==> config.mk <==
export PLATFORM = sky130hd
export DESIGN_NAME = uart_tx
export DESIGN_NICKNAME = d
export VERILOG_FILES = /design/src/rtl/uart_pkg.sv /design/src/rtl/uart_baud_cnt.sv /design/src/rtl/uart_tx.sv
export SDC_FILE = /design/constraint.sdc
export NUM_CORES = 1
export LEC_CHECK = 0
export CAP_MARGIN = 10
export CORE_MARGIN = 4
export CORE_UTILIZATION = 30
export CTS_CLUSTER_DIAMETER = 60
export DETAILED_ROUTE_END_ITERATION = 8
export GPL_TIMING_DRIVEN = 0
export PLACE_DENSITY = 0.45
export SYNTH_ARGS = -nofsm -noshare
export SYNTH_HDL_FRONTEND = slang
export SYNTH_SLANG_ARGS = --single-unit
export TNS_END_PERCENT = 10
==> constraint.sdc <==
create_clock -name clk -period 3.69 [get_ports clk]
set_input_delay 1.107 -clock clk [delete_from_list [all_inputs] [get_ports clk]]
set_output_delay 1.107 -clock clk [all_outputs]
set_load 0.02 [all_outputs]
==> src/rtl/uart_pkg.sv <==
`default_nettype none
// +------------------------------------------------------------------+
// | uart_pkg : shared UART transmitter types and constants           |
// | Rev 1.0                                                          |
// +------------------------------------------------------------------+
package uart_pkg;

    localparam int unsigned c_clks_per_bit_default = 868;

    typedef enum logic [2:0] {
        IDLE  = 3'd0,
        POP   = 3'd1,
        LOAD  = 3'd2,
        START = 3'd3,
        DATA  = 3'd4,
        STOP  = 3'd5
    } uart_tx_state_t;

endpackage
`default_nettype wire

==> src/rtl/uart_baud_cnt.sv <==
`default_nettype none
// +------------------------------------------------------------------+
// | uart_baud_cnt : bit-period counter, pulses bit_done on last cycle|
// | Rev 1.0                                                          |
// +------------------------------------------------------------------+
module uart_baud_cnt
    import uart_pkg::*;
#(
    parameter int unsigned CLKS_PER_BIT = c_clks_per_bit_default
) (
    input  logic clk,
    input  logic rst_n,
    input  logic clear,
    input  logic enable,
    output logic bit_done
);

    localparam int unsigned           c_cnt_w = $clog2(CLKS_PER_BIT);
    localparam logic [c_cnt_w-1:0]    c_last  = c_cnt_w'(CLKS_PER_BIT - 1);

    logic [c_cnt_w-1:0] r_cnt;
    logic               w_at_last;

    assign w_at_last = (r_cnt == c_last);
    assign bit_done  = enable && w_at_last;

    always_ff @(posedge clk) begin
        if (!rst_n || clear) begin
            r_cnt <= '0;
        end else if (enable) begin
            r_cnt <= w_at_last ? '0 : r_cnt + c_cnt_w'(1);
        end
    end

endmodule
`default_nettype wire

==> src/rtl/uart_tx.sv <==
`default_nettype none
// +------------------------------------------------------------------+
// | uart_tx : 8N1 serial transmitter popping bytes from a FIFO       |
// | Rev 1.0                                                          |
// +------------------------------------------------------------------+
module uart_tx
    import uart_pkg::*;
#(
    parameter int unsigned CLKS_PER_BIT = c_clks_per_bit_default
) (
    input  logic       clk,
    input  logic       rst_n,
    input  logic       tx_en,
    input  logic       fifo_empty,
    input  logic [7:0] fifo_data,
    output logic       fifo_rd_en,
    output logic       tx,
    output logic       busy
);

    uart_tx_state_t r_state, w_state_next;
    logic [7:0]     r_shift, w_shift_next;
    logic [2:0]     r_bit_idx, w_bit_idx_next;
    logic           r_tx, w_tx_next;
    logic           r_fifo_rd_en;
    logic           w_in_frame;
    logic           w_bit_done;

    assign w_in_frame = (r_state == START) || (r_state == DATA) || (r_state == STOP);

    uart_baud_cnt #(
        .CLKS_PER_BIT (CLKS_PER_BIT)
    ) u_baud_cnt (
        .clk      (clk),
        .rst_n    (rst_n),
        .clear    (!w_in_frame),
        .enable   (w_in_frame),
        .bit_done (w_bit_done)
    );

    always_comb begin
        w_state_next   = r_state;
        w_shift_next   = r_shift;
        w_bit_idx_next = r_bit_idx;
        case (r_state)
            IDLE:  if (tx_en && !fifo_empty) w_state_next = POP;
            POP:   w_state_next = LOAD;
            LOAD: begin
                w_shift_next   = fifo_data;
                w_bit_idx_next = 3'd0;
                w_state_next   = START;
            end
            START: if (w_bit_done) w_state_next = DATA;
            DATA: begin
                if (w_bit_done) begin
                    w_shift_next = {1'b0, r_shift[7:1]};
                    if (r_bit_idx == 3'd7) begin
                        w_bit_idx_next = 3'd0;
                        w_state_next   = STOP;
                    end else begin
                        w_bit_idx_next = r_bit_idx + 3'd1;
                    end
                end
            end
            STOP:  if (w_bit_done) w_state_next = IDLE;
            default: w_state_next = IDLE;
        endcase

        // Line level is decoded from the upcoming state so the flop lines up with the state.
        w_tx_next = 1'b1;
        case (w_state_next)
            START:   w_tx_next = 1'b0;
            DATA:    w_tx_next = w_shift_next[0];
            default: w_tx_next = 1'b1;
        endcase
    end

    always_ff @(posedge clk) begin
        if (!rst_n) begin
            r_state      <= IDLE;
            r_shift      <= 8'h00;
            r_bit_idx    <= 3'd0;
            r_tx         <= 1'b1;
            r_fifo_rd_en <= 1'b0;
        end else begin
            r_state      <= w_state_next;
            r_shift      <= w_shift_next;
            r_bit_idx    <= w_bit_idx_next;
            r_tx         <= w_tx_next;
            r_fifo_rd_en <= (w_state_next == POP);
        end
    end

    assign tx         = r_tx;
    assign fifo_rd_en = r_fifo_rd_en;
    assign busy       = (r_state != IDLE);

endmodule
`default_nettype wire

==> Yosys cells after proc, flatten, opt, wreduce, memory -nomap -nowiden <==
Cells that the tools add are included.
{ "word_totals": {"reg_bits": 26, "out_inout_bits": 3} }
{ "classes": {"reduce_logical": 12, "eq_ne": 11, "addsub": 2, "muxes": 13} }
{ "op_table": {"columns": ["op", "n"], "rows": [
  ["$mux W3", 7],
  ["$pmux W3 S6", 1],
  ["$pmux W8 S2", 1],
  ["$eq A3 B3 Y1 const B", 4],
  ["$add A10 B1 Y10 const B", 1],
  ["$eq A10 B10 Y1 const B", 1],
  ["$mux W10", 1],
  ["$eq A3 B2 Y1 const B", 3],
  ["$mux W8", 1],
  ["$eq A3 B1 Y1 const B", 2],
  ["$pmux W3 S2", 1],
  ["$add A3 B1 Y3 const B", 1],
  ["$logic_not A1 Y1", 3],
  ["$logic_not A3 Y1", 1],
  ["$logic_or A1 B1 Y1", 3],
  ["$reduce_bool A3 Y1", 1],
  ["$logic_and A1 B1 Y1", 2],
  ["$ne A2 B1 Y1 const B", 1],
  ["$pmux W1 S2", 1],
  ["$reduce_and A2 Y1", 1],
  ["$reduce_bool A2 Y1", 1]
]} }

==> Longest topological paths before layout <==
{ "logic_depth": {"ltp_word": 8, "ltp_mapped": 8, "depth_no_buf": 7} }

==> By module <==
Synthesis repeated with hierarchy kept, for this count alone.
{ "hier_totals": {"hier_cells": 149, "hier_area_um2": 1342.5} }
{ "by_module_without_submodules": {"columns": ["mod", "n_inst", "area_each_um2", "cells_per_inst"], "rows": [
  ["uart_tx", 1, 833.3, 92],
  ["uart_baud_cnt", 1, 509.2, 57]
]} }

==> Least setup slack after synthesis <==
Ideal clock, no wire load.
{ "synth_timing": {"kind": "reg2out", "from": "register r_state[1]", "to": "output port busy", "stages_incl_launch_ff": 3, "path_buffers": 1, "arrival_time_ns": 0.943, "path_slack_ns": 1.640, "t_required_ns": 2.583, "path_cell_list": "dfxtp_1 clkbuf_1 or3_1"} }
{ "synth_via": {"elab_chain_cells": 1} }
{ "synth_lines": {"columns": ["element", "line", "rtl"], "rows": [
  ["start, declared", "uart_tx.sv:21", "uart_tx_state_t r_state, w_state_next;"],
  ["start signal, assigned", "uart_tx.sv:86", "r_state <= w_state_next;"],
  ["$reduce_bool A3 Y1", "uart_tx.sv:96", "assign busy = (r_state != IDLE);"],
  ["end, declared", "uart_tx.sv:18", "output logic busy"]
]} }
Every way passes these cells.

==> Worst setup path after layout <==
Same ends and word-level chain as after synthesis.

==> summary.md <==
| Metric | Value |
|---|---|
| Critical setup path kind | `flop to primary output` |
| CP arrival | `about 1.8 ns` |
| Pin count of the biggest net entering global routing | `15` |
| RePlAce Congestion | `between 0.7 and 0.8` |
| Area Growth Syn to Fin | `20.5%` |
| Clock Latency Late Sink | `~0.27 ns` |
| Pre-CTS WS | `~1.1 ns` |
| Fin crit period | `2.88 ns` |
| Fin crit share | `0.781` |
| Rows | `23` |
| Min setup slack post-route | `0.806 ns` |
| WP data required | `roughly 2.6 ns` |
| Worst hold-check path type | `flop to flop` |
| Final TNS setup | `0 ns` |
| Sequential area share after synthesis | `0.415` |
| Final setup vio count | `0` |
| Slew @ Worst Pin | `~0.58 ns` |
| First-pass GRT wire length | `approximately 4600 um` |
| P_leak | `between 0.4 and 0.5 nW` |
| Critical path startpoint category | `flop` |
| Worst vdd ir | `around 0.00016 V` |
| Switching Share | `0.234` |
| Seq. cell area | `~520 um^2` |
| Crit-path cells | `clkbuf_1 -> or3_1 -> clkdlybuf4s50_1` |
| Hold WS | `0.457 ns` |
| Max-slew violations | `0` |
| Final Power | `approximately 0.54 mW` |
| Maxcap violations | `0` |
| Ys Warns | `0` |
| TritonCTS clock tree | `done` |
| Sinks on Clock Net | `26` |
| Slowest cell on the critical path | `clkdlybuf4s50_1` |
| Status | `finished clean` |
| Maximum root-to-sink buffer count | `2` |
| Fraction of layout cells with a size suffix above 1 | `0.0633` |
| Initial antenna violation count | `0` |
| Clock skew | `about 0.0017 ns` |
| Antenna-violating nets left | `0` |
| F_max | `between 300 and 400 MHz` |
| RSZ-0062 raised after global routing | `false` |
| DR vias/cell | `between 4 and 5` |
| Htree depth | `1` |
| Postcts setup bufs | `0` |
| Syn Inst Count | `140` |
| Seq pwr share | `0.538` |
| Mean Syn Cell Area | `approximately 9.0 um^2` |
| HPWL after detailed placement | `around 2000 um` |
| Tot GR Track Use | `0.111` |
| WL/cell | `between 10 and 15 um` |
| Grt ovf | `0` |
| Clk pwr share | `0.346` |
| Die Y | `approximately 73 um` |
| IO buf count | `14` |
| Number of inserted diodes | `0` |
| Switching pwr | `0.127 mW` |
| Pwr Density | `approximately 360 mW/mm^2` |
| Root Driver | `clkbuf_8` |
| Cts hold-fix bufs | `0` |
| Syn Std Cell Area | `between 0.001 and 0.0015 mm^2` |
| FF+latch count, synth | `26` |
| Cell variety after synth | `43` |
| Num ports | `15` |
| Drt drc | `0` |
| Rel. slew slack | `0.608` |
| Nets | `between 150 and 200` |
| CTS resizes | `0` |
| Die Width | `72.7 um` |
| Internal | `approximately 0.42 mW` |
| CP delay by family, top | `buffers and inverters` |
| Fin area | `~0.0015 mm^2` |
| Vias after detailed routing | `roughly 1000` |
| Post-DP Area | `~0.0015 mm^2` |
| DR pass1 iterations | `4` |
| WP buf/inv | `2` |
| Multi-input logic area | `~700 um^2` |
| Iteration-0 DRC count of the detailed router | `56` |
| Core area | `slightly above 0.004 mm^2` |
| Clk slew on worst S/H paths | `around 0.090 ns` |
| Initial Util | `0.311` |
| CTS buffer count | `3` |
| Crit-path max FO | `10` |
| Slowest stage delay, CP | `roughly 0.54 ns` |
| CP endpoint kind | `primary output` |
| # fillers | `between 400 and 500` |
| Vias in the first global route | `1022` |
| Comb pwr share | `0.115` |
| WL final | `2660 um` |
| Synthesized net count | `~160` |
| Die area | `roughly 0.0053 mm^2` |
| Final hold violations | `0` |
==> sequential cells by signal, summed over array words and instances, names as in the netlist <==
| register | cells |
|---|---|
| r_shift | 8 |
| u_baud_cnt.r_cnt | 10 |
| r_state | 3 |
| fifo_rd_en | 1 |
| r_bit_idx | 3 |
| tx | 1 |
==> final timing paths <==
| check | start | end | slack (ns) | cells past startpoint |
|---|---|---|---|---|
| hold / removal | r_bit_idx[2] | r_bit_idx[2] | 0.46 | 2 |
| setup / recovery | r_state[1] | busy | 0.81 | 3 |
| setup reg to reg | r_state[2] | r_bit_idx[0] | 1.51 | 6 |
| hold reg to reg | r_bit_idx[2] | r_bit_idx[2] | 0.46 | 2 |
==> layout by cell type (no fill, tap or decap), types with 2 or more instances in the layout <==
cell type	Yosys	routed
and2_1	3	3
a22oi_1	7	7
xor2_1	3	3
dfxtp_1	26	26
nor2_1	11	11
nand3_1	4	4
nor3_1	2	2
clkdlybuf4s50_1	0	14
nand2_1	15	15
ha_1	3	3
nor2b_1	4	4
inv_1	3	3
or3_1	3	3
clkbuf_1	6	6
a21boi_1	9	9
xnor2_1	5	5
o211ai_1	2	2
a211oi_1	2	2
nand2b_1	4	4
clkbuf_8	0	4
a21oi_1	4	4
==> Yosys cell counts, drive strengths merged <==
cell,number,share of area
dfxtp,26,0.41
nand2,15,0.045
nor2,12,0.038
a21boi,10,0.060
a22oi,7,0.042
clkbuf,6,0.018
xnor2,5,0.035
a21oi,4,0.016
nand2b,4,0.020
nand3,4,0.016
nor2b,4,0.020
and2,3,0.015
ha,3,0.030
inv,3,0.0090
or3,3,0.015
xor2,3,0.021
a211oi,2,0.012
nor3,2,0.0080
nor4,2,0.022
o211ai,2,0.012
a221o,1,0.0080
a31oi,1,0.0050
a41oi,1,0.0070
and3,1,0.0050
and4,1,0.0070
buf,1,0.0060
mux2i,1,0.0080
nand3b,1,0.0060
nand4,1,0.0050
nand4b,1,0.0070
nand4bb,1,0.0090
nor3b,1,0.0060
o21a,1,0.0060
o21ai,1,0.0040
o21ba,1,0.0080
o221ai,1,0.0070
o41a,1,0.0090
or2,1,0.0050
or3b,1,0.0090
or4,1,0.0060
==> tightest hold or removal path: cells and delay by family (launching register included) <==
family	cells	cell delay [ns]
simple gates	1	0.05
compound gates	1	0.05
flops	1	0.32
==> stage by stage <==
| step | utilization | std cells |
|---|---|---|
| 5_1_grt | 0.375 | 208 |
| 4_1_cts | 0.375 | 208 |
| 2_1_floorplan | - | 140 |
| 3_5_place_dp | 0.362 | 204 |
| 3_3_place_gp | 0.362 | 204 |
| 6_report | 0.375 | 208 |
==> cell families after synthesis <==
logic type / Yosys count / synth area share
buffers and inverters: 10 / 0.0329
AOI/OAI and AO/OA: 33 / 0.195
DFF: 26 / 0.415
and+or+nand+nor: 59 / 0.263
xor gates and xnor gates: 8 / 0.0558
adders and majority gates: 3 / 0.0299
muxes: 1 / 0.00798
==> metal layers <==
layer / vias up / track usage / wire length (um)
li1: 533 / - / -
met1: 470 / 0.138 / 1210
met2: 14 / 0.189 / 1330
met3: 2 / 0.0358 / 90
met4: 0 / 0.0184 / 22
met5: - / 0 / 0
==> final cells by class <==
cell class | instances | area share
buffer | 7 | 0.0199
clock buffer | 4 | 0.0364
inverter | 3 | 0.00744
multi-input combinational | 104 | 0.458
sequential | 26 | 0.344
tap | 50 | 0.0414
timing repair buffer | 14 | 0.0926
==> power by group through the flow <==
stage / logic [mW] / clock network [mW] / registers (mW)
2_1_floorplan: 0.0345 / 0 / 0.299
3_3_place_gp: 0.0621 / 0 / 0.298
3_5_place_dp: 0.0631 / 0 / 0.299
4_1_cts: 0.0631 / 0.195 / 0.292
5_1_grt: 0.0686 / 0.203 / 0.293
6_report: 0.0624 / 0.188 / 0.292
Power figures use the tool's default switching activity.
